===== src/rtl/adc_axis_frame_ctrl_if.sv =====
// Stream side of the ADC frame sequencer: AXI-Stream style beat bus.
interface adc_axis_frame_ctrl_if #(
    parameter int AXIS_TDATA_WIDTH = 32
);
    logic [AXIS_TDATA_WIDTH-1:0] tdata;
    logic                        tvalid;
    logic                        tready;
    logic                        tlast;

    modport master (output tdata, output tvalid, output tlast, input  tready);
    modport slave  (input  tdata, input  tvalid, input  tlast, output tready);
endinterface


===== src/rtl/adc_axis_frame_ctrl.sv =====
// ADC capture sequencer: admits frame_len valid samples after a start,
// buffers them in a first-word-fall-through FIFO towards the stream, flags
// the final beat with tlast, pulses done after it leaves and counts drops.
module adc_axis_frame_ctrl #(
    parameter int ADC_WIDTH        = 16,
    parameter int AXIS_TDATA_WIDTH = 32,
    parameter int FRAME_LEN_WIDTH  = 16,
    parameter int FIFO_DEPTH       = 8
) (
    input  logic                       clk,
    input  logic                       rst,
    input  logic                       start,
    input  logic                       abort,
    input  logic [FRAME_LEN_WIDTH-1:0] frame_len,
    input  logic [ADC_WIDTH-1:0]       adc_data_in,
    input  logic                       adc_data_valid,
    adc_axis_frame_ctrl_if.master      s_axis_out,
    output logic                       busy,
    output logic                       done,
    output logic [15:0]                overflow_cnt
);
    localparam int AW = $clog2(FIFO_DEPTH);

    typedef enum logic [1:0] {IDLE, CAPTURE, DRAIN} state_t;

    typedef struct packed {
        logic                 last;
        logic [ADC_WIDTH-1:0] sample;
    } entry_t;

    state_t                     state;
    logic [FRAME_LEN_WIDTH-1:0] len_q;
    logic [FRAME_LEN_WIDTH-1:0] cnt;
    logic [FRAME_LEN_WIDTH-1:0] cnt_inc;
    entry_t                     mem [FIFO_DEPTH];
    entry_t                     head;
    logic [AW:0]                wr_ptr;
    logic [AW:0]                rd_ptr;
    logic                       empty;
    logic                       full;
    logic                       pop;
    logic                       push_ok;
    logic                       push;

    // Pointers carry one extra wrap bit so full and empty are distinguishable.
    assign empty   = (wr_ptr == rd_ptr);
    assign full    = (wr_ptr[AW] != rd_ptr[AW]) && (wr_ptr[AW-1:0] == rd_ptr[AW-1:0]);
    assign head    = mem[rd_ptr[AW-1:0]];
    assign pop     = !empty && s_axis_out.tready;
    // A full buffer still takes a sample when the head leaves in the same cycle.
    assign push_ok = !full || pop;
    assign push    = (state == CAPTURE) && adc_data_valid && push_ok && !abort;
    assign cnt_inc = cnt + 1'b1;

    // Head entry is gated by empty so the bus reads all-zero while idle/reset.
    assign s_axis_out.tvalid = !empty;
    assign s_axis_out.tdata  = empty ? '0 : AXIS_TDATA_WIDTH'(head.sample);
    assign s_axis_out.tlast  = !empty && head.last;

    assign busy = (state != IDLE);

    // Frame sequencing: latch length, count admitted samples, count drops, finish on last pop.
    always_ff @(posedge clk or posedge rst) begin
        if (rst) begin
            state        <= IDLE;
            len_q        <= '0;
            cnt          <= '0;
            overflow_cnt <= '0;
            done         <= 1'b0;
        end else begin
            done <= 1'b0;
            if (abort) begin
                state <= IDLE;
            end else begin
                case (state)
                    IDLE: begin
                        if (start && frame_len != '0) begin
                            state        <= CAPTURE;
                            len_q        <= frame_len;
                            cnt          <= '0;
                            overflow_cnt <= '0;
                        end
                    end
                    CAPTURE: begin
                        if (adc_data_valid) begin
                            if (push_ok) begin
                                cnt <= cnt_inc;
                                if (cnt_inc == len_q) state <= DRAIN;
                            end else if (overflow_cnt != 16'hFFFF) begin
                                overflow_cnt <= overflow_cnt + 16'd1;
                            end
                        end
                    end
                    DRAIN: begin
                        if (pop && head.last) begin
                            state <= IDLE;
                            done  <= 1'b1;
                        end
                    end
                    default: state <= IDLE;
                endcase
            end
        end
    end

    // FIFO pointers; abort flushes the buffer in one cycle.
    always_ff @(posedge clk or posedge rst) begin
        if (rst) begin
            wr_ptr <= '0;
            rd_ptr <= '0;
        end else if (abort) begin
            wr_ptr <= '0;
            rd_ptr <= '0;
        end else begin
            if (push) wr_ptr <= wr_ptr + 1'b1;
            if (pop)  rd_ptr <= rd_ptr + 1'b1;
        end
    end

    // FIFO storage; the sample that completes the frame carries the last flag.
    always_ff @(posedge clk) begin
        if (push) mem[wr_ptr[AW-1:0]] <= '{last: (cnt_inc == len_q), sample: adc_data_in};
    end
endmodule


===== src/flat_wrapper.sv =====
// flat-port wrapper written by rule: the top's interface ports become plain ports
module adc_axis_frame_ctrl_flat 
#(
    parameter int ADC_WIDTH        = 16,
    parameter int AXIS_TDATA_WIDTH = 32,
    parameter int FRAME_LEN_WIDTH  = 16,
    parameter int FIFO_DEPTH       = 8
)
  (clk, rst, start, abort, frame_len, adc_data_in, adc_data_valid, busy, done, overflow_cnt, s_axis_out_tdata, s_axis_out_tvalid, s_axis_out_tlast, s_axis_out_tready);
  adc_axis_frame_ctrl_if #(.AXIS_TDATA_WIDTH(AXIS_TDATA_WIDTH)) s_axis_out_i ();
  input  logic clk;
  input  logic rst;
  input  logic start;
  input  logic abort;
  input  logic [FRAME_LEN_WIDTH-1:0] frame_len;
  input  logic [ADC_WIDTH-1:0] adc_data_in;
  input  logic adc_data_valid;
  output logic busy;
  output logic done;
  output logic [15:0] overflow_cnt;
  output wire logic [$bits(s_axis_out_i.tdata)-1:0] s_axis_out_tdata;
  output wire logic [$bits(s_axis_out_i.tvalid)-1:0] s_axis_out_tvalid;
  output wire logic [$bits(s_axis_out_i.tlast)-1:0] s_axis_out_tlast;
  input wire logic [$bits(s_axis_out_i.tready)-1:0] s_axis_out_tready;
  assign s_axis_out_tdata = s_axis_out_i.tdata;
  assign s_axis_out_tvalid = s_axis_out_i.tvalid;
  assign s_axis_out_tlast = s_axis_out_i.tlast;
  assign s_axis_out_i.tready = s_axis_out_tready;
  adc_axis_frame_ctrl #(.ADC_WIDTH(ADC_WIDTH), .AXIS_TDATA_WIDTH(AXIS_TDATA_WIDTH), .FRAME_LEN_WIDTH(FRAME_LEN_WIDTH), .FIFO_DEPTH(FIFO_DEPTH)) u_core (.clk(clk), .rst(rst), .start(start), .abort(abort), .frame_len(frame_len), .adc_data_in(adc_data_in), .adc_data_valid(adc_data_valid), .s_axis_out(s_axis_out_i), .busy(busy), .done(done), .overflow_cnt(overflow_cnt));
endmodule

===== config.mk =====
export PLATFORM = sky130hd
export DESIGN_NAME = adc_axis_frame_ctrl_flat
export DESIGN_NICKNAME = d
export VERILOG_FILES = /design/src/rtl/adc_axis_frame_ctrl_if.sv /design/src/rtl/adc_axis_frame_ctrl.sv /design/src/flat_wrapper.sv
export SDC_FILE = /design/constraint.sdc
export NUM_CORES = 1
export LEC_CHECK = 0
export BUFFER_PORTS_ARGS = -buffer_cell sky130_fd_sc_hd__buf_2
export CORE_UTILIZATION = 30
export CTS_BUF_LIST = sky130_fd_sc_hd__clkbuf_4 sky130_fd_sc_hd__clkbuf_8 sky130_fd_sc_hd__clkbuf_16
export DETAILED_ROUTE_END_ITERATION = 6
export GPL_ROUTABILITY_DRIVEN = 0
export SKIP_CTS_REPAIR_TIMING = 1
export SYNTH_ARGS = -nofsm -noshare
export SYNTH_HDL_FRONTEND = slang
export SYNTH_SLANG_ARGS = --single-unit

===== constraint.sdc =====
create_clock -name clk -period 8.2 [get_ports clk]
set_input_delay 0.41 -clock clk [delete_from_list [all_inputs] [get_ports clk]]
set_output_delay 0.41 -clock clk [all_outputs]
set_load 0.02 [all_outputs]

==> flow_summary_export.csv <==
group,metric,value,unit
critical_path,path_buf_inv,0,
critical_path,worst_r2r_endpoint,"u_core.mem[7][16]",
cells_and_area,antennaDiodeCount,0,
min_path,min_to,"u_core.len_q[4]",
clocking,cts_sinks,195,
cells_and_area,final_common_cell,"edfxtp_1",
critical_path,ff2ff_setup_slack,4.48,ns
sta,whs,0.195,ns
synth,ys_warn_count,0,
critical_path,r2r.worst_path.cells,7,
cells_and_area,layout-drive-gt1-share,27.5,%
floorplan,io_pins,90,
critical_path,max_stage_delay,0.90,ns
placed_design,dpl.cell_count,1086,
synth,ys.flop_type,"edfxtp_1",
clocking,clk_latency,0.44,ns
cells_and_area,fillers,2891,
clocking,cts_buffers,17,
sta,setup_viol_count_final,0,
detailed_routing,drt_wl_total,19300,um
grt,grt_pass1_wl,30300,um
critical_path,critPathLaunchType,"flip-flop",
detailed_routing,dr.first_iter.drc_count,358,
cells_and_area,syn2layout_area_growth,14.4,%
synth,ys_types,69,
critical_path,path_common_cell,"nor4_1",
min_path,hold_path.class,"in2reg",
clocking,cts_tree,"built",
critical_path,crit_type,"reg2reg",
grt,grt_pass1_vias,5459,
power,powerDensity,209,nW/um^2
grt,grt_use_total,12.8,%
sta,fin_crit_sh,45.3,%
synth,syn_area,9060,sq um
critical_path,arrival,3.81,ns
placed_design,io_buffers,73,
sta,worst_pin_slew,1.03,ns
power,p_leak,3.59,nW
floorplan,core-area,29700,sq um
critical_path,endpoint_kind,"flip-flop",
synth,syn_avg_cell_area,14.1,sq um
floorplan,die_h,176,um
critical_path,worstPathMaxFanout,12,
grt,grt_max_degree,60,
clocking,cts_max_path_buffers,2,
floorplan,die_area,30900,sq um
clocking,clk_pin_slew_worst_paths,0.08,ns
placed_design,hpwl,12600,um
floorplan,dieWidth,176,um
critical_path,path_cells,"ha_1 -> nand4_1 -> nor4_1 -> or3b_2 -> o21ai_0 -> nand4b_1 -> nor4_1",
sta,drv_slew,0,
sta,fmax,269,MHz
detailed_routing,drtAntennaViolNets,0,
run,drv_cap,0,
power,ir_drop,0.141,mV
sta,finalHoldViolations,0,
sta,setup_tns,0,ns
sta,rsz0062_at_grt,"false",
cells_and_area,mostFrequentLayoutCells,"edfxtp_1 (136), buf_2 (73), dfrtp_1 (58)",
critical_path,r2r_start,"u_core.cnt[0]",
floorplan,start_util,30.5,%
synth,ys_seq_elements,195,
sta,fin_ws,4.48,ns
placed_design,pre_cts_slack,4.45,ns
detailed_routing,drt_pass1_iterations,5,
sta,layout_min_cycle_time,3.72,ns
critical_path,cpMaxStageDelayCell,"nor4_1",
detailed_routing,vias,5523,
clocking,cts-root-buf,"clkbuf_16",
synth,synthCells,645,
synth,synth_edf_count,136,
grt,antenna_found_initial,2,
sta,fin_skew,0.00828,ns
min_path,hold_depth,3,
detailed_routing,wire_per_inst,17.2,um
clocking,htree_levels,4,
synth,yosysSeqAreaShare,61.4,%
min_path,hold_path_startpoint,"frame_len[4]",
cells_and_area,final_cells,1118,
cells_and_area,final_nets,757,
synth,ys_async_sr_fraction,30.3,%
detailed_routing,vias_per_cell,4.94,
sta,slew_headroom,30.6,%
critical_path,critical_path.top_delay_family,"simple AND/OR/NAND/NOR gates",
floorplan,fp-row-count,63,
critical_path,cp.required,8.29,ns
detailed_routing,drc,0,
grt,grt-ovfl-total,0,
outcome,outcome,"finished, final reports clean",
==> layer usage <==
metal	up-vias	global-route usage (%)	part of all wire [%]
li1	2587	-	-
met1	2764	17.6	48
met3	19	3.20	4.6
met5	-	0	0.11
met4	4	3.33	0.83
met2	149	20.2	47
==> cells in the mapped netlist, types with 13 or more instances <==
cell type / instances / share of area (%)
xnor2_1: 19 / 1.8
clkbuf_1: 13 / 0.54
inv_1: 13 / 0.54
edfxtp_1: 136 / 45
o21ai_0: 37 / 2.0
a21oi_1: 19 / 1.0
nand4_1: 14 / 0.97
mux4_2: 34 / 8.4
dfrtp_1: 59 / 16
nor2_1: 45 / 1.9
mux2i_1: 19 / 2.1
nand2_1: 36 / 1.5
nand3_1: 25 / 1.4
buf_4: 20 / 1.7
==> worst reg2reg max path, cell delays in order, from the launching register on <==
cell and delay (ns):
dfrtp_1 0.48, ha_1 0.47, nand4_1 0.37, nor4_1 0.68, or3b_2 0.24, o21ai_0 0.07, nand4b_1 0.17, nor4_1 0.90
==> area by class of cell <==
cell class | count | area (sq um) | share of cell area [%]
Clock buffer | 18 | 433 | 4.17
Tap cell | 390 | 488 | 4.71
Sequential cell | 195 | 5560 | 53.6
Clock inverter | 14 | 125 | 1.21
Multi-Input combinational cell | 403 | 3260 | 31.4
Inverter | 13 | 48.8 | 0.471
Timing Repair Buffer | 85 | 455 | 4.39
==> worst max path at each step <==
| stage | endpoint | cells past startpoint | start | slack, ns |
|---|---|---|---|---|
| final | u_core.mem[7][16] | 7 | u_core.cnt[0] | 4.48 |
| after global routing | u_core.mem[7][16] | 7 | u_core.cnt[0] | 4.03 |
| after detailed placement | u_core.mem[7][16] | 7 | u_core.cnt[0] | 4.45 |
| after CTS | u_core.mem[7][16] | 7 | u_core.cnt[0] | 4.43 |
| after global placement | u_core.mem[5][5] | 8 | u_core.rd_ptr[0] | 4.57 |
| after floorplan | u_core.mem[2][0] | 6 | u_core.wr_ptr[0] | 4.50 |
==> where the power goes <==
group | total, mW | switching (mW) | internal [mW]
registers | 1.10 | 0.0249 | 1.08
clock network | 0.797 | 0.396 | 0.401
logic | 0.266 | 0.154 | 0.112
==> cell families after synthesis <==
group / after synthesis / synth area share (%)
compound gates: 103 / 7.80
xor+xnor: 28 / 2.71
fa+ha+maj: 4 / 0.552
buf+inv: 62 / 3.77
flops: 195 / 61.4
mux: 69 / 12.8
other cells: 1 / 0.0414
simple gates: 183 / 10.9
==> registers in the layout, indices dropped and copies added, names as in the netlist <==
signal               flops
u_core.len_q            16
u_core.wr_ptr            4
u_core.state             2
u_core.rd_ptr            4
u_core.mem             136
u_core.overflow_cnt     16
u_core.done              1
u_core.cnt              16
==> per-stage QoR <==
stage	total power, mW	instance area (sq um)	util [%]
3_5_place_dp	1.39	9810	33.0
2_1_floorplan	1.32	9120	-
6_report	2.16	10400	34.9
4_1_cts	2.19	10400	34.9
3_3_place_gp	1.39	9810	33.0
5_1_grt	2.25	10400	34.9
Power figures use the tool's default switching activity.
